**src/rtl/avl_burst_arbiter_if.sv**
```systemverilog
// Avalon-style burst bus bundle shared by requesters and the slave port.
// master modport: drives command/write data, receives ready and read responses.
// slave modport : receives command/write data, drives ready and read responses.
interface avl_burst_arbiter_if;
  localparam int unsigned AW = 32;
  localparam int unsigned DW = 32;
  localparam int unsigned BCW = 8;
  localparam int unsigned BEW = 4;

  logic [AW-1:0]  address;
  logic           read;
  logic           write;
  logic           begin_burst_transfer;
  logic [BCW-1:0] burst_count;
  logic [BEW-1:0] byte_en;
  logic [DW-1:0]  write_data;
  logic           request_ready;
  logic [DW-1:0]  read_data;
  logic           resp_valid;

  modport master (
    output address, read, write, begin_burst_transfer, burst_count, byte_en, write_data,
    input  request_ready, read_data, resp_valid
  );

  modport slave (
    input  address, read, write, begin_burst_transfer, burst_count, byte_en, write_data,
    output request_ready, read_data, resp_valid
  );
endinterface

```
**src/rtl/avl_burst_arbiter.sv**
```systemverilog
// Two-requester Avalon burst arbiter with read-credit flow control.
// Ports:
//   clk, rest_n : clock and asynchronous active-low reset
//   m0, m1      : requester buses (slave modport of avl_burst_arbiter_if)
//   s           : downstream slave bus (master modport)
//   grant       : one-hot current owner, 2'b00 when idle (debug)
// Build option: define AVL_ARB_ROUND_ROBIN_EN for round-robin arbitration;
// otherwise m0 has fixed priority.
module avl_burst_arbiter #(
  parameter int unsigned MAX_OUTSTANDING = 256
) (
  input  logic                 clk,
  input  logic                 rest_n,
  avl_burst_arbiter_if.slave   m0,
  avl_burst_arbiter_if.slave   m1,
  avl_burst_arbiter_if.master  s,
  output logic [1:0]           grant
);

  localparam int unsigned CW  = $clog2(MAX_OUTSTANDING + 1);
  localparam int unsigned BCW = 8;
  localparam int unsigned BTW = 9;

  typedef enum logic [1:0] {IDLE, ISSUE, BURST, DRAIN} state_t;

  state_t         state, state_nxt;
  logic [1:0]     pend;
  logic [BCW-1:0] pcount [2];
  logic [1:0]     pread;
  logic           owner;
  logic           last_winner;
  logic           cur_read;
  logic [BCW-1:0] cur_count;
  logic [BTW-1:0] beat_cnt;
  logic [BTW-1:0] resp_rem;
  logic [CW-1:0]  credit;

  logic [1:0]     bhit;
  logic [BCW-1:0] bcount_in [2];
  logic [1:0]     bread_in;
  logic [BTW-1:0] need [2];
  logic [1:0]     elig;
  logic           win;
  logic           take;
  logic [BTW-1:0] last_beat;
  logic           xfer_open;
  logic           beat_inc;
  logic           rd_beat;

  // Begin pulses qualified by a valid direction
  assign bhit[0]      = m0.begin_burst_transfer && (m0.read || m0.write);
  assign bhit[1]      = m1.begin_burst_transfer && (m1.read || m1.write);
  assign bcount_in[0] = m0.burst_count;
  assign bcount_in[1] = m1.burst_count;
  assign bread_in[0]  = m0.read;
  assign bread_in[1]  = m1.read;

  // Beats per pending burst; a read only competes when credit covers the whole burst
  assign need[0] = BTW'(pcount[0]) + BTW'(1);
  assign need[1] = BTW'(pcount[1]) + BTW'(1);
  assign elig[0] = pend[0] && (!pread[0] || (32'(credit) >= 32'(need[0])));
  assign elig[1] = pend[1] && (!pread[1] || (32'(credit) >= 32'(need[1])));

  // Winner selection among eligible requesters
`ifdef AVL_ARB_ROUND_ROBIN_EN
  assign win = (elig == 2'b11) ? ~last_winner : ~elig[0];
`else
  assign win = ~elig[0];
`endif

  assign take = (state == IDLE) && (|elig);

  // Beat window stays open until beat_cnt reaches burst_count+1 (9-bit, no wrap)
  assign last_beat = BTW'(cur_count) + BTW'(1);
  assign xfer_open = ((state == ISSUE) || (state == BURST)) && (beat_cnt != last_beat);
  assign beat_inc  = xfer_open && s.request_ready;
  assign rd_beat   = beat_inc && cur_read;

  // State register
  always_ff @(posedge clk or negedge rest_n) begin
    if (!rest_n) state <= IDLE;
    else         state <= state_nxt;
  end

  // Next-state logic
  always_comb begin
    state_nxt = state;
    case (state)
      IDLE:    if (take) state_nxt = ISSUE;
      ISSUE:   state_nxt = BURST;
      BURST:   if (!xfer_open) state_nxt = cur_read ? DRAIN : IDLE;
      DRAIN:   if (resp_rem == '0) state_nxt = IDLE;
      default: state_nxt = IDLE;
    endcase
  end

  // Pending requests, ownership, beat/response counters and read credit
  always_ff @(posedge clk or negedge rest_n) begin
    if (!rest_n) begin
      pend        <= '0;
      pcount[0]   <= '0;
      pcount[1]   <= '0;
      pread       <= '0;
      grant       <= '0;
      owner       <= 1'b0;
      last_winner <= 1'b1;
      cur_read    <= 1'b0;
      cur_count   <= '0;
      beat_cnt    <= '0;
      resp_rem    <= '0;
      credit      <= CW'(MAX_OUTSTANDING);
    end else begin
      for (int n = 0; n < 2; n++) begin
        // Grant clears the request; a pulse while still pending is dropped
        if (take && (win == 1'(n))) begin
          pend[n] <= 1'b0;
        end else if (bhit[n] && !pend[n]) begin
          pend[n]   <= 1'b1;
          pcount[n] <= bcount_in[n];
          pread[n]  <= bread_in[n];
        end
      end

      if (take) begin
        grant       <= win ? 2'b10 : 2'b01;
        owner       <= win;
        last_winner <= win;
        cur_count   <= pcount[win];
        cur_read    <= pread[win];
        beat_cnt    <= '0;
        resp_rem    <= pread[win] ? need[win] : '0;
      end else begin
        if (beat_inc) beat_cnt <= beat_cnt + BTW'(1);
        if (s.resp_valid && (resp_rem != '0)) resp_rem <= resp_rem - BTW'(1);
        if ((state != IDLE) && (state_nxt == IDLE)) grant <= '0;
      end

      credit <= credit - CW'(rd_beat) + CW'(s.resp_valid);
    end
  end

  // Bus muxing toward the slave and response routing back to the read owner
  always_comb begin
    s.address              = '0;
    s.read                 = 1'b0;
    s.write                = 1'b0;
    s.begin_burst_transfer = (state == ISSUE);
    s.burst_count          = (state == ISSUE) ? cur_count : '0;
    s.byte_en              = '0;
    s.write_data           = '0;
    m0.request_ready       = 1'b0;
    m0.read_data           = '0;
    m0.resp_valid          = 1'b0;
    m1.request_ready       = 1'b0;
    m1.read_data           = '0;
    m1.resp_valid          = 1'b0;

    if (xfer_open) begin
      if (!owner) begin
        s.address        = m0.address;
        s.read           = m0.read;
        s.write          = m0.write;
        s.byte_en        = m0.byte_en;
        s.write_data     = m0.write_data;
        m0.request_ready = s.request_ready;
      end else begin
        s.address        = m1.address;
        s.read           = m1.read;
        s.write          = m1.write;
        s.byte_en        = m1.byte_en;
        s.write_data     = m1.write_data;
        m1.request_ready = s.request_ready;
      end
    end

    if ((state != IDLE) && cur_read) begin
      if (!owner) begin
        m0.resp_valid = s.resp_valid;
        m0.read_data  = s.read_data;
      end else begin
        m1.resp_valid = s.resp_valid;
        m1.read_data  = s.read_data;
      end
    end
  end

endmodule

```
**src/flat_wrapper.sv**
```systemverilog
// flat-port wrapper written by rule: the top's interface ports become plain ports
module avl_burst_arbiter_flat 
#(
  parameter int unsigned MAX_OUTSTANDING = 256
)
  (clk, rest_n, grant, m0_address, m0_read, m0_write, m0_begin_burst_transfer, m0_burst_count, m0_byte_en, m0_write_data, m0_request_ready, m0_read_data, m0_resp_valid, m1_address, m1_read, m1_write, m1_begin_burst_transfer, m1_burst_count, m1_byte_en, m1_write_data, m1_request_ready, m1_read_data, m1_resp_valid, s_address, s_read, s_write, s_begin_burst_transfer, s_burst_count, s_byte_en, s_write_data, s_request_ready, s_read_data, s_resp_valid);
  avl_burst_arbiter_if m0_i ();
  avl_burst_arbiter_if m1_i ();
  avl_burst_arbiter_if s_i ();
  input  logic clk;
  input  logic rest_n;
  output logic [1:0] grant;
  input wire logic [$bits(m0_i.address)-1:0] m0_address;
  input wire logic [$bits(m0_i.read)-1:0] m0_read;
  input wire logic [$bits(m0_i.write)-1:0] m0_write;
  input wire logic [$bits(m0_i.begin_burst_transfer)-1:0] m0_begin_burst_transfer;
  input wire logic [$bits(m0_i.burst_count)-1:0] m0_burst_count;
  input wire logic [$bits(m0_i.byte_en)-1:0] m0_byte_en;
  input wire logic [$bits(m0_i.write_data)-1:0] m0_write_data;
  output wire logic [$bits(m0_i.request_ready)-1:0] m0_request_ready;
  output wire logic [$bits(m0_i.read_data)-1:0] m0_read_data;
  output wire logic [$bits(m0_i.resp_valid)-1:0] m0_resp_valid;
  input wire logic [$bits(m1_i.address)-1:0] m1_address;
  input wire logic [$bits(m1_i.read)-1:0] m1_read;
  input wire logic [$bits(m1_i.write)-1:0] m1_write;
  input wire logic [$bits(m1_i.begin_burst_transfer)-1:0] m1_begin_burst_transfer;
  input wire logic [$bits(m1_i.burst_count)-1:0] m1_burst_count;
  input wire logic [$bits(m1_i.byte_en)-1:0] m1_byte_en;
  input wire logic [$bits(m1_i.write_data)-1:0] m1_write_data;
  output wire logic [$bits(m1_i.request_ready)-1:0] m1_request_ready;
  output wire logic [$bits(m1_i.read_data)-1:0] m1_read_data;
  output wire logic [$bits(m1_i.resp_valid)-1:0] m1_resp_valid;
  output wire logic [$bits(s_i.address)-1:0] s_address;
  output wire logic [$bits(s_i.read)-1:0] s_read;
  output wire logic [$bits(s_i.write)-1:0] s_write;
  output wire logic [$bits(s_i.begin_burst_transfer)-1:0] s_begin_burst_transfer;
  output wire logic [$bits(s_i.burst_count)-1:0] s_burst_count;
  output wire logic [$bits(s_i.byte_en)-1:0] s_byte_en;
  output wire logic [$bits(s_i.write_data)-1:0] s_write_data;
  input wire logic [$bits(s_i.request_ready)-1:0] s_request_ready;
  input wire logic [$bits(s_i.read_data)-1:0] s_read_data;
  input wire logic [$bits(s_i.resp_valid)-1:0] s_resp_valid;
  assign m0_i.address = m0_address;
  assign m0_i.read = m0_read;
  assign m0_i.write = m0_write;
  assign m0_i.begin_burst_transfer = m0_begin_burst_transfer;
  assign m0_i.burst_count = m0_burst_count;
  assign m0_i.byte_en = m0_byte_en;
  assign m0_i.write_data = m0_write_data;
  assign m0_request_ready = m0_i.request_ready;
  assign m0_read_data = m0_i.read_data;
  assign m0_resp_valid = m0_i.resp_valid;
  assign m1_i.address = m1_address;
  assign m1_i.read = m1_read;
  assign m1_i.write = m1_write;
  assign m1_i.begin_burst_transfer = m1_begin_burst_transfer;
  assign m1_i.burst_count = m1_burst_count;
  assign m1_i.byte_en = m1_byte_en;
  assign m1_i.write_data = m1_write_data;
  assign m1_request_ready = m1_i.request_ready;
  assign m1_read_data = m1_i.read_data;
  assign m1_resp_valid = m1_i.resp_valid;
  assign s_address = s_i.address;
  assign s_read = s_i.read;
  assign s_write = s_i.write;
  assign s_begin_burst_transfer = s_i.begin_burst_transfer;
  assign s_burst_count = s_i.burst_count;
  assign s_byte_en = s_i.byte_en;
  assign s_write_data = s_i.write_data;
  assign s_i.request_ready = s_request_ready;
  assign s_i.read_data = s_read_data;
  assign s_i.resp_valid = s_resp_valid;
  avl_burst_arbiter #(.MAX_OUTSTANDING(MAX_OUTSTANDING)) u_core (.clk(clk), .rest_n(rest_n), .m0(m0_i), .m1(m1_i), .s(s_i), .grant(grant));
endmodule
```
**config.mk**
```make
export PLATFORM = sky130hd
export DESIGN_NAME = avl_burst_arbiter_flat
export DESIGN_NICKNAME = d
export VERILOG_FILES = /design/src/rtl/avl_burst_arbiter_if.sv /design/src/rtl/avl_burst_arbiter.sv /design/src/flat_wrapper.sv
export SDC_FILE = /design/constraint.sdc
export NUM_CORES = 1
export LEC_CHECK = 0
export ABC_AREA = 1
export CAP_MARGIN = 20
export CELL_PAD_IN_SITES_DETAIL_PLACEMENT = 1
export CELL_PAD_IN_SITES_GLOBAL_PLACEMENT = 2
export CORE_MARGIN = 2
export CORE_UTILIZATION = 19
export CTS_CLUSTER_DIAMETER = 200
export CTS_CLUSTER_SIZE = 28
export DETAILED_ROUTE_END_ITERATION = 12
export GPL_ROUTABILITY_DRIVEN = 1
export PLACE_DENSITY_LB_ADDON = 0.1
export RECOVER_POWER = 100
export SLEW_MARGIN = 30
export SYNTH_ARGS = -nofsm -noshare
export SYNTH_HDL_FRONTEND = slang
export SYNTH_SLANG_ARGS = --single-unit
```
**constraint.sdc**
```tcl
create_clock -name clk -period 5.7 [get_ports clk]
set_input_delay 1.425 -clock clk [delete_from_list [all_inputs] [get_ports clk]]
set_output_delay 1.425 -clock clk [all_outputs]
set_load 0.02 [all_outputs]
```
==> out/metrics.yaml, run 1 <==
peakVddDrop_v: 0.000244
avgViaCountPerCell: 4.22
die-area_sq_um: 31000
netlist_instances: 890
synthArstFlopShare: 1.00
hold_class: "register to register"
r2r_start: "u_core.pcount[1]$_DFFE_PN0P_"
portBuffers: 342
dieWidth_um: 176
rows: 62
synth_common_cells: "nand2_1, inv_1, nor2_1"
start_kind: "register"
violations: "capacitance limit, slew limit"
drt_wl_total_um: 28200
drt_iter0_drc: 241
use_met2: 0.337
cts_tree: "done"
p_total_uw: 5230
drt_pass1_iterations: 4
grt_pass1_wl_um: 42500
drcViolationCount: 0
finalCriticalPeriod_ns: 5.07
grtUsageTotal: 0.181
synth.distinct_cells: 36
endpoint_kind: "output pin"
ant_nets: 0
clk_pin_slew_worst_paths_ns: 0.05
power_frac_comb: 0.727
gp_congestion: 0.812
required_ns: 4.28
synth-edff-count: 0
cts_sinks: 61
cts_buffers: 9
clk_latency_ns: 0.34
final_util: 0.335
syn_avg_cell_area_sq_um: 6.32
synth_area_sq_um: 5620
gr-total-overflow: 0
io-pin-count: 343
post-place-ws_ns: 1.24
maxSlewViolCount: 86
drive_above_1_share: 0.0386
worst_slew_pin_slew_ns: 2.27
post_cts_buffers: 0
stdcell_area_sq_um: 9690
pwr-share-seq: 0.173
start_util: 0.194
switching_share: 0.536
critPathMaxFanout: 45
power.leakage_uw: 0.00484
core-area_sq_um: 28900
fillCellCount: 3559
p_per_area_nw_per_um2: 540
globalRoute.busiestLayer: "met2"
yosysTopAreaCell: "dfrtp_1"
grt_pass1_vias: 7080
ctsHoldBuffers: 0
synth_fp_nets: 1121
grt_max_degree: 64
met3_usage: 0.0403
yosysWarningCount: 0
htreeDepth: 3
min_from: "u_core.grant[1]$_DFFE_PN0P_"
die_h_um: 176
setup_ws_ns: 0.630
root_buffer: "clkbuf_16"
clock_skew_ns: 0.00498
ys.flop_type: "dfrtp_1"
cts_buffer_depth: 2
fin_setup_tns_ns: 0
p_sw_uw: 2800
area_growth_pct: 72.3
maxCapViolations: 2
status: "complete, but fails checks"
place_area_sq_um: 9440
setup_violations: 0
yosysMostFrequentCell: "nand2_1"
worstSetupStartpoint: "u_core.owner$_DFFE_PN0N_"
relSlewSlack: -0.515
max_freq_mhz: 197
p_clk_frac: 0.100
dp_hpwl_um: 23600
vias: 6767
synth_top_cell_area_share: 0.267
ys_ff_latch: 61
use_met1: 0.212
wl_per_cell_um: 17.6
cp.arrival_ns: 3.65
grt_antenna_before_repair: 2
finalCritPeriodShare: 0.890
power.internal_uw: 2430
finalHoldViolations: 0
synth_area_leaders: "dfrtp_1, nand2_1, a21oi_1, ha_1, inv_1"
nets: 1445
criticalPathCategory: "register to output pin"
rsz0062_at_grt: "false"
yosysSeqAreaShare: 0.272
cts_resized: 0
[registers in the layout, summed over array words and instances, names as in the netlist]
name,cells
u_core.pend,2
u_core.pread,2
u_core.cur_read,1
u_core.owner,1
u_core.beat_cnt,9
u_core.resp_rem,9
u_core.state,2
u_core.pcount,16
u_core.credit,9
u_core.cur_count,8
u_core.grant,2
[cells by family after synthesis]
group,after synthesis,share of synthesized area
and+or+nand+nor,424,0.312
buffers and inverters,165,0.114
xor gates and xnor gates,33,0.0514
DFF,61,0.272
AOI/OAI and AO/OA,163,0.152
muxes,7,0.0140
adders and majority gates,37,0.0837
[stage by stage]
step,cells,hold slack (ns)
5_1_grt,1604,0.520
6_report,1604,0.490
4_1_cts,1602,0.506
3_5_place_dp,1587,0.494
2_1_floorplan,890,0.475
3_3_place_gp,1587,0.487
[power groups by stage]
stage	Sequential, uW	Combinational, uW	Clock (uW)
after floorplan	808	2520	0
after global placement	919	4040	0
after detailed placement	918	4040	0
after CTS	913	4070	545
after global routing	948	4280	564
final	904	3810	523
[cell type report]
cell class / count / area, sq um / area share
antenna: 2 / 5.00 / 0.000517
clock buffer: 14 / 274 / 0.0283
timing repair buffer: 352 / 3480 / 0.360
multi-input combinational: 664 / 3440 / 0.355
sequential: 61 / 1530 / 0.158
inverter: 126 / 473 / 0.0488
clock inverter: 1 / 5.00 / 0.000517
tap: 384 / 480 / 0.0496
[path summary, 6_finish.rpt]
check | to | slack (ns) | depth (start not counted)
setup / recovery | s_address[4] | 0.63 | 4
hold / removal | u_core.grant[1]$_DFFE_PN0P_ | 0.49 | 2
setup reg to reg | u_core.beat_cnt[4]$_DFFE_PN0P_ | 1.07 | 18
hold reg to reg | u_core.grant[1]$_DFFE_PN0P_ | 0.49 | 2
max in group asynchronous | u_core.resp_rem[8]$_DFFE_PN0P_ | 1.58 | 2
min in group asynchronous | u_core.credit[3]$_DFF_PN0_ | 1.37 | 1
[worst max-delay path: stages (launching register included)]
cell           delay (ns)
dfrtp_1              1.40
clkbuf_2             0.73
nand2_1              0.10
a21oi_1              0.32
dlygate4sd3_1        0.74
[per-layer routing]
layer | vias up | routed length (um)
met2 | 165 | 15000
met1 | 3132 | 11600
met4 | 0 | 291
met3 | 15 | 1300
met5 | - | 0
li1 | 3455 | -
[cell usage in the layout, fill, tap and decap left out, types with 4 or more instances in the layout]
| master | count |
|---|---|
| a21oi_1 | 106 |
| clkbuf_1 | 7 |
| clkbuf_16 | 9 |
| clkdlybuf4s50_1 | 195 |
| dfrtp_1 | 60 |
| dlygate4sd3_1 | 146 |
| ha_1 | 36 |
| inv_1 | 121 |
| inv_2 | 5 |
| mux2_2 | 7 |
| nand2_1 | 245 |
| nand2_2 | 5 |
| nand3_1 | 40 |
| nand4_1 | 4 |
| nor2_1 | 111 |
| nor3_1 | 5 |
| o211ai_1 | 8 |
| o21ai_0 | 36 |
| xnor2_1 | 8 |
| xor2_1 | 25 |
Note: power is estimated with default switching activity, not from simulation.
==> run 2, diff against run 1 <==
CORE_ASPECT_RATIO = 1.1   (was unset)
MAX_ROUTING_LAYER = met4   (was unset)
REMOVE_ABC_BUFFERS = 1   (was unset)
==> out/metrics.yaml, run 2 (synthesized netlist as in run 1, its figures left out) <==
maxSlewViolCount: 181
critPathMaxFanout: 54
relSlewSlack: -0.355
die_h_um: 184
root_buffer: "clkbuf_16"
grt_max_degree: 75
io-pin-count: 343
ctsHoldBuffers: 0
grtUsageTotal: 0.200
start_kind: "register"
nets: 1446
stdcell_area_sq_um: 9690
post_cts_buffers: 0
layout_commonest_cell: "nand2_1"
finalCriticalPeriod_ns: 5.04
clk_latency_ns: 0.34
status: "complete, but fails checks"
finalHoldViolations: 0
largest_reg_flops: 16
cts_buffer_depth: 2
vias: 6761
criticalPathCategory: "register to output pin"
maxCapViolations: 4
power.leakage_uw: 0.00485
drive_above_1_share: 0.0386
p_sw_uw: 2860
start_util: 0.192
worst_slew_pin_slew_ns: 2.03
dieWidth_um: 168
cp.arrival_ns: 3.61
clk_pin_slew_worst_paths_ns: 0.05
hold_class: "register to register"
grt_antenna_before_repair: 2
regMostFlops: "u_core.pcount"
drt_pass1_iterations: 4
grt_pass1_wl_um: 44800
ant_nets: 0
drt_iter0_drc: 263
cts_resized: 0
final_util: 0.330
p_per_area_nw_per_um2: 550
final_cells: 1593
gp_congestion: 0.775
portBuffers: 342
peakVddDrop_v: 0.000227
fin_setup_tns_ns: 0
cts_buffers: 9
power_frac_comb: 0.731
rsz0062_at_grt: "false"
drcViolationCount: 0
grt_pass1_vias: 7045
dp_hpwl_um: 25000
p_total_uw: 5330
finalCritPeriodShare: 0.884
wl_per_cell_um: 19.1
clock_skew_ns: 0.00428
cts_tree: "done"
fillCellCount: 3655
drt_wl_total_um: 30500
power.internal_uw: 2460
endpoint_kind: "output pin"
layout_common_cells: "nand2_1, clkdlybuf4s50_1, dlygate4sd3_1"
p_clk_frac: 0.105
switching_share: 0.537
violations: "capacitance limit, slew limit"
cts_sinks: 61
gr-total-overflow: 0
max_freq_mhz: 199
area_growth_pct: 72.3
avgViaCountPerCell: 4.24
die-area_sq_um: 31000
rows: 66
htreeDepth: 3
required_ns: 4.28
pwr-share-seq: 0.165
core-area_sq_um: 29300
setup_violations: 0
place_inst: 1577
place_area_sq_um: 9430
## run 2: cell types whose count changed in the layout (fill, tap and decap cells not counted), sizes merged
cell / delta
dlygate4sd3: -1
buf: -1
diode: -1
clkdlybuf4s50: +1
bufinv: +1
## run 2: worst max-delay path, stage by stage, from the launching register on
cell and delay (ns):
dfrtp_1 0.46, ha_1 0.22, nand3_1 0.13, o21ai_1 0.24
nand2_1 0.08, nand2_1 0.06, nand3_1 0.07, nor2_2 0.13
nand2_4 0.09, nand2_4 0.48, clkbuf_2 0.49, a21oi_1 0.09
dlygate4sd3_1 0.71
## run 2: power by group through the flow
| stage | clock network (uW) | logic [uW] | registers [uW] |
|---|---|---|---|
| after global placement | 0 | 4130 | 885 |
| after detailed placement | 0 | 4130 | 889 |
| final | 558 | 3890 | 876 |
| after floorplan | 0 | 2380 | 842 |
| after CTS | 578 | 4160 | 881 |
| after global routing | 593 | 4410 | 915 |
## run 2: routing by layer
layer  routed length [um]  part of all wire  global-route usage  vias up
met3                 2120             0.069              0.0588       17
met5                    0                 0                   -        -
met2                15500              0.51               0.349      176
li1                     -                 -                   -     3457
met4                  311             0.010              0.0313        0
met1                12600              0.41               0.233     3111
## run 2: worst paths after layout
| path | from | slack, ns | endpoint | cells after the start |
|---|---|---|---|---|
| worst min register to register | u_core.grant[1]$_DFFE_PN0P_ | 0.51 | u_core.grant[1]$_DFFE_PN0P_ | 2 |
| max in group asynchronous | rest_n | 1.31 | u_core.owner$_DFFE_PN0N_ | 3 |
| worst max-delay path | u_core.cur_count[0]$_DFFE_PN0N_ | 0.66 | s_address[7] | 12 |
| min in group asynchronous | rest_n | 1.61 | u_core.cur_count[6]$_DFFE_PN0N_ | 2 |
| worst min-delay path | u_core.grant[1]$_DFFE_PN0P_ | 0.51 | u_core.grant[1]$_DFFE_PN0P_ | 2 |
| worst max register to register | u_core.pcount[10]$_DFFE_PN0P_ | 1.12 | u_core.beat_cnt[4]$_DFFE_PN0P_ | 17 |
## run 2: through the flow
stage | worst slack [ns] | hold WS, ns
2_1_floorplan | 1.13 | 0.475
3_3_place_gp | 1.17 | 0.504
3_5_place_dp | 1.17 | 0.525
4_1_cts | 0.811 | 0.538
5_1_grt | 0.296 | 0.576
6_report | 0.664 | 0.513
## run 2: cell type report
class	instances	area, sq um	share of cell area
Timing Repair Buffer	353	3480	0.360
Multi-Input combinational cell	664	3440	0.355
Sequential cell	61	1530	0.158
Inverter	126	473	0.0488
Tap cell	374	468	0.0483
Clock buffer	12	256	0.0265
Clock inverter	2	35.0	0.00362
Antenna cell	1	2.50	0.000258
==> run 3, diff against run 2 <==
CORE_UTILIZATION = 20   (was 19)
CTS_BUF_LIST = sky130_fd_sc_hd__clkbuf_8   (was unset)
==> out/metrics.yaml, run 3 (synthesized netlist as in run 1, its figures left out) <==
status: "complete, but fails checks"
violations: "capacitance limit, slew limit"
dieWidth_um: 164
die-area_sq_um: 29500
max_freq_mhz: 203
cts_resized: 0
place_area_sq_um: 9390
layout_commonest_cell: "nand2_1"
drive_above_1_share: 0.0370
avgViaCountPerCell: 4.27
grt_antenna_before_repair: 3
area_growth_pct: 70.0
rows: 64
setup_violations: 0
final_util: 0.345
p_per_area_nw_per_um2: 534
crit_slowest_cell: "clkbuf_2"
start_kind: "register"
post-place-ws_ns: 1.21
maxCapViolations: 2
maxSlewViolCount: 118
start_util: 0.203
root_buffer: "clkbuf_8"
criticalPathCategory: "register to output pin"
gr-total-overflow: 0
r2r_cells: 17
peakVddDrop_v: 0.000257
io-pin-count: 343
ant_nets: 0
cp.arrival_ns: 3.50
portBuffers: 342
required_ns: 4.28
layout_common_cells: "nand2_1, clkdlybuf4s50_1, dlygate4sd3_1"
gp_congestion: 0.842
hold_class: "register to register"
largest_reg_flops: 16
critPathMaxStageDelay_ns: 1.17
relSlewSlack: -0.650
path_cells: "clkbuf_2, nand2_1, clkbuf_2, nor2_1, dlygate4sd3_1"
rsz0062_at_grt: "false"
p_total_uw: 5100
drt_pass1_iterations: 4
grt_pass1_vias: 7171
core-area_sq_um: 27700
clock_skew_ns: 0.00895
worst_path_most_repeated_cell: "clkbuf_2"
die_h_um: 180
endpoint_kind: "output pin"
post_cts_buffers: 0
dp_hpwl_um: 23500
drcViolationCount: 0
regMostFlops: "u_core.pcount"
finalCriticalPeriod_ns: 4.93
wl_per_cell_um: 18.0
cts_buffer_depth: 2
clk_latency_ns: 0.36
r2r_setup_slack_ns: 1.22
critPathMaxFanout: 74
drt_wl_total_um: 28500
grt_max_degree: 75
fin_setup_tns_ns: 0
grt_pass1_wl_um: 43300
ctsHoldBuffers: 0
grtUsageTotal: 0.200
cts_sinks: 61
nets: 1443
finalHoldViolations: 0
cts_buffers: 9
htreeDepth: 3
vias: 6748
drt_iter0_drc: 254
cts_tree: "done"
clk_pin_slew_worst_paths_ns: 0.07
hold_path_depth: 2
finalCritPeriodShare: 0.865
worst_slew_pin_slew_ns: 2.48
stdcell_area_sq_um: 9560
power.leakage_uw: 0.00480
setup_ws_ns: 0.772
==> run 3: changes by cell type in the layout (fill, tap and decap cells not counted), sizes merged <==
cell / before / now
clkdlybuf4s50: 196 / 192
clkbuf: 21 / 19
buf: 3 / 2
clkinv: 1 / 0
inv: 126 / 127
dlygate4sd3: 145 / 149
diode: 1 / 3
==> run 3: per-stage QoR <==
step	instances	hold slack, ns
floorplan	851	0.475
global placement	1564	0.503
detailed placement	1564	0.500
CTS	1578	0.517
global route	1581	0.538
finish	1581	0.502
==> run 3: per-layer routing <==
metal / global-route usage / up-vias / routed length [um]
met1: 0.226 / 3093 / 11600
li1: - / 3451 / -
met2: 0.358 / 186 / 14900
met5: - / - / 0
met4: 0.0432 / 0 / 365
met3: 0.0450 / 18 / 1650
==> run 3: power breakdown <==
part / leakage (uW) / internal (uW) / switching [uW]
sequential: 0.000716 / 641 / 225
combinational: 0.00398 / 1450 / 2380
clock: 0.000106 / 232 / 178
==> run 3: worst max-delay path: cells and delay by family (launching register included) <==
| family | cells | cell delay, ns |
|---|---|---|
| flip-flops | 1 | 0.39 |
| AND/OR/NAND/NOR | 2 | 0.33 |
| buffers and inverters | 3 | 2.41 |
==> run 3: final timing paths <==
path,to,from
setup / recovery,m1_read_data[24],u_core.owner$_DFFE_PN0N_
hold / removal,u_core.grant[1]$_DFFE_PN0P_,u_core.grant[1]$_DFFE_PN0P_
hold reg to reg,u_core.grant[1]$_DFFE_PN0P_,u_core.grant[1]$_DFFE_PN0P_
setup reg to reg,u_core.beat_cnt[4]$_DFFE_PN0P_,u_core.pcount[10]$_DFFE_PN0P_
max in group asynchronous,u_core.owner$_DFFE_PN0N_,rest_n
min in group asynchronous,u_core.cur_count[2]$_DFFE_PN0N_,rest_n
==> run 3: area by class of cell <==
cell class	count	area, sq um
antenna	3	7.51
clock buffer	12	165
clock inverter	2	33.8
fill	3499	18100
inverter	126	475
multi-input combinational	664	3440
sequential	61	1530
tap	363	454
timing repair buffer	350	3460
==> patch 1 (config.mk and constraints of run 2) <==
The 4 states of `state_t` get a Gray code encoding in 2 bits.
--- a/src/rtl/avl_burst_arbiter.sv
+++ b/src/rtl/avl_burst_arbiter.sv
@@ -23,3 +23,3 @@
 
-  typedef enum logic [1:0] {IDLE, ISSUE, BURST, DRAIN} state_t;
+  typedef enum logic [1:0] {IDLE = 2'b00, ISSUE = 2'b01, BURST = 2'b11, DRAIN = 2'b10} state_t;
 
Behaviour: same outputs for any inputs over 4 cycles, from zero or initial values; so few cycles prove little.
==> patch 1 against run 2 <==
The run still ends with capacitance limit, slew limit left; non-clock buffer count decreased by 3; synthesized area grew 2.5%; final area rose by 0.83%; wire length decreased by 4.9%; setup slack better by 170 ps; core utilization is 0.19 points lower; sequential cell count did not move; first-iteration DRC count down 5.3%; critical endpoint is now m0_read_data[15].
Power is not compared: it rests on default switching activity, and its combinational part moved more than twofold at a synthesized area within 25%.
==> patch 1: results <==
metrics = {
    "clock_network": {
        "cts-buffers-inserted": 9,
        "clk_path_buf_depth": 2,
        "htreeDepth": 3,
        "clk_latency_ps": 350,
        "cts-root-buf": "clkbuf_16",
        "post_cts_buffers": 0,
        "clk_pin_slew_worst_paths_ps": 60,
        "cts_resized": 0,
    },
    "drt": {
        "vias_per_cell": 4.37,
        "dr_wl_met2_mm": 15.1,
        "wire_per_inst_um": 17.9,
        "dr.first_iter.drc_count": 249,
        "wl_met1_mm": 11.9,
        "highest_layer": "met4",
        "met3_length_mm": 1.47,
    },
    "synth": {
        "yosysUniqueCellTypes": 37,
        "synth_area_leaders": "dfrtp_1 (26%), nand2_1 (17%), nor2_1 (8.7%)",
        "async_reset_ff_frac": 1.00,
        "ys_warn_count": 0,
        "synth_commonest_cells": "nand2_1 (267), nor2_1 (134), inv_1 (112), a21oi_1 (92), dfrtp_1 (60)",
        "yosysSeqAreaShare": 0.265,
        "synth_flop_cell": "dfrtp_1",
    },
    "worst_setup_path": {
        "crit_arrival_ps": 3440,
        "cp_max_fo": 41,
    },
    "placed_design": {
        "portBuffers": 342,
        "gp_congestion": 0.822,
        "place_hpwl_mm": 23.5,
        "placed_cell_area_um2": 9470,
    },
    "pwr": {
        "irDropWorstVdd_mv": 0.187,
    },
    "grt": {
        "antenna_found_initial": 3,
        "grt_pass1_vias": 7394,
        "grt_pass1_wl_mm": 44.2,
        "grt_usage": 0.188,
        "grt_max_degree": 73,
    },
    "status": {
        "status": "complete, but fails checks",
        "violations": "capacitance limit, slew limit",
    },
    "cells_and_area": {
        "nets": 1461,
        "largest_reg_flops": 16,
        "fill_cells": 3676,
        "final_layout_size_suffix_gt1_frac": 0.0412,
    },
    "sta": {
        "hold_viol_final": 0,
        "worstMarginPinSlew_ps": 1890,
        "drv_slew": 179,
        "clock_skew_ps": 9.31,
    },
    "flow_run": {
        "max_cap_viol_count": 4,
    },
}
patch 1: changes by cell type after synthesis, sizes merged, moves of 5 or more:
cell | before | now
o211ai | 8 | 13
inv | 126 | 115
nand3b | 1 | 7
nand3 | 42 | 54
nor2 | 115 | 137
a21oi | 106 | 99
nand2 | 252 | 273
o21ai | 39 | 20
patch 1: path summary, 6_finish.rpt:
path | to | slack (ps) | depth (start not counted) | from
max in group asynchronous | u_core.owner | 1460 | 2 | rest_n
min in group asynchronous | u_core.cur_count[5] | 1600 | 1 | rest_n
hold / removal | u_core.grant[1] | 500 | 2 | u_core.grant[1]
setup / recovery | m0_read_data[15] | 830 | 5 | u_core.owner
setup reg to reg | u_core.beat_cnt[8] | 920 | 19 | u_core.pcount[9]
hold reg to reg | u_core.grant[1] | 500 | 2 | u_core.grant[1]
patch 1: power by group:
| group | leakage [nW] | switching [W] | internal, W |
|---|---|---|---|
| registers | 0.732 | 0.000172 | 0.000561 |
| clock network | 0.159 | 0.000209 | 0.000392 |
| logic | 3.85 | 0.000852 | 0.000633 |
patch 1: critical path: stages, from the launching register on:
cell           delay, ps
dfrtp_2              390
inv_1               1070
nand2_1              110
clkbuf_2             480
nor2_1               250
dlygate4sd3_1        760
patch 1: cells by family after synthesis:
family / after synthesis / synth area share
compound gates: 137 / 0.131
xor+xnor: 34 / 0.0517
fa+ha+maj: 33 / 0.0729
buf+inv: 159 / 0.118
flops: 61 / 0.265
mux: 8 / 0.0156
simple gates: 484 / 0.346
patch 1: area by class of cell:
cell class / instances / area (um^2) / area share
inverter: 116 / 440 / 0.0451
antenna: 3 / 7.51 / 0.000769
sequential: 61 / 1530 / 0.157
clock buffer: 11 / 243 / 0.0249
tap: 374 / 468 / 0.0479
clock inverter: 5 / 75.1 / 0.00769
multi-input combinational: 696 / 3540 / 0.363
timing repair buffer: 350 / 3460 / 0.354
patch 1: metal layers:
| metal | global-route usage | vias up |
|---|---|---|
| li1 | - | 3523 |
| met4 | 0.0516 | 0 |
| met1 | 0.215 | 3329 |
| met5 | - | - |
| met2 | 0.333 | 191 |
| met3 | 0.0344 | 23 |
patch 1: stage by stage:
stage	utilization	std cells	hold WS, ps	power (W)	setup WS [ps]
after global routing	0.328	1616	544	0.00312	376
after global placement	0.319	1597	490	0.00225	1220
after CTS	0.329	1613	519	0.00289	912
after detailed placement	0.319	1597	505	0.00227	1180
after floorplan	-	873	494	0.00168	1160
final	0.328	1616	505	0.00282	831
==> patch 2 (settings of run 2) <==
Without the edit above. Build with the macro `AVL_ARB_ROUND_ROBIN_EN` defined.
--- a/src/rtl/avl_burst_arbiter.sv
+++ b/src/rtl/avl_burst_arbiter.sv
@@ -8,2 +8,4 @@
 // otherwise m0 has fixed priority.
+`define AVL_ARB_ROUND_ROBIN_EN
+
 module avl_burst_arbiter #(
Formal check against the unedited RTL: not equivalent (Yosys sat finds a counterexample within 4 cycles, from zero or initial values).
==> patch 2 against run 2 <==
The run still ends with capacitance limit, slew limit left; wire length rose by 5.6%; count of clock-buffer cells in the layout rose by 1; hold slack got worse by 11 ps; final cell count rose by 1.3%; sequential power rose by 11%; power rose by 7.3%; sequential cell count rose by 1; setup slack got worse by 110 ps; non-clock buffer count rose by 1; final area rose by 1.6%; synthesized area rose by 2.4%; combinational power rose by 5.7%.
==> patch 2: results <==
metrics = {
    "drt": {
        "dr_wl_met2_mm": 16.6,
        "wire_per_inst_um": 20.0,
        "met3_length_mm": 1.87,
        "wl_met1_mm": 13.3,
        "dr.first_iter.drc_count": 239,
        "routed_wirelength_mm": 32.2,
        "vias_per_cell": 4.31,
    },
    "worst_setup_path": {
        "critPathSlowestCell": "dfrtp_1",
        "cpPeakStageDelay_ps": 960,
        "cp_max_fo": 33,
    },
    "grt": {
        "antenna_found_initial": 3,
        "grt_util_met2": 0.372,
        "grtUsageMet3": 0.0520,
        "grt_max_degree": 62,
        "grt_util_met1": 0.238,
        "grt_pass1_wl_mm": 47.2,
        "grt_usage": 0.208,
        "grt_pass1_vias": 7304,
    },
    "sta": {
        "slew_headroom": -0.282,
        "clock_skew_ps": 7.05,
        "final-setup-viol-count": 0,
        "drv_slew": 65,
    },
    "synth": {
        "synth_area_leaders": "dfrtp_1 (26%), nand2_1 (17%), a21oi_1 (8.8%)",
        "synth_commonest_cells": "nand2_1 (266), nor2_1 (110), inv_1 (109), a21oi_1 (101), dfrtp_1 (60)",
        "yosysSeqAreaShare": 0.270,
        "avgSynthCellArea_um2": 6.36,
        "yosysUniqueCellTypes": 39,
    },
    "clock_network": {
        "clk_pin_slew_worst_paths_ps": 60,
        "post_cts_buffers": 0,
        "clk_path_buf_depth": 2,
        "hold_buffers": 0,
        "clk_latency_ps": 340,
    },
    "cells_and_area": {
        "final_layout_size_suffix_gt1_frac": 0.0421,
        "fill_cells": 3680,
        "largest_reg_flops": 16,
        "area_delta_synth_final_pct": 71.0,
        "nets": 1461,
    },
    "placed_design": {
        "placed_cell_area_um2": 9550,
        "place_hpwl_mm": 26.8,
        "dp_worst_setup_slack_ps": 1130,
        "gp_congestion": 0.871,
        "portBuffers": 342,
        "dp.cells": 1593,
    },
    "pwr": {
        "p_leak_nw": 4.79,
        "irDropWorstVdd_mv": 0.237,
    },
    "status": {
        "status": "complete, but fails checks",
        "violations": "capacitance limit, slew limit",
    },
    "min_path": {
        "hold_path_class": "reg2reg",
    },
    "flow_run": {
        "max_cap_viol_count": 2,
    },
}
[patch 2: cell type report]
class | count | area share
tap | 374 | 0.0475
clock buffer | 13 | 0.0275
multi-input combinational | 690 | 0.363
antenna | 4 | 0.00102
sequential | 62 | 0.158
clock inverter | 3 | 0.00661
timing repair buffer | 354 | 0.354
inverter | 113 | 0.0431
[patch 2: path summary, 6_finish.rpt]
kind	slack, ps	cells after the start	start	to
setup / recovery	550	5	u_core.owner	m0_read_data[31]
min in group asynchronous	1550	1	rest_n	u_core.credit[4]
hold reg to reg	500	2	u_core.last_winner	u_core.last_winner
max in group asynchronous	1610	2	rest_n	u_core.beat_cnt[2]
hold / removal	500	2	u_core.last_winner	u_core.last_winner
setup reg to reg	1320	18	u_core.pcount[1]	u_core.resp_rem[1]
[patch 2: kinds of logic (layout without fill, tap and decap cells)]
kind of cell | count (synthesis) | count (layout) | share of synthesized area
other cells | 0 | 4 | 0
mux | 12 | 12 | 0.0235
compound gates | 142 | 142 | 0.129
fa+ha+maj | 37 | 37 | 0.0817
buf+inv | 153 | 483 | 0.105
flops | 62 | 62 | 0.270
simple gates | 471 | 471 | 0.349
xor+xnor | 28 | 28 | 0.0426
[patch 2: worst min-delay path, delay by kind of cell, from the launching register on]
kind	cells	cell delay (ps)
DFF	1	360
AOI/OAI and AO/OA	1	70
buffers and inverters	1	70
[patch 2: report_power, final]
part / switching (W) / leakage [nW] / total, W / internal (W)
Clock: 0.000215 / 0.166 / 0.000633 / 0.000418
Sequential: 0.000307 / 0.748 / 0.000972 / 0.000665
Combinational: 0.00259 / 3.88 / 0.00411 / 0.00152
Total: 0.00311 / 4.79 / 0.00571 / 0.00260
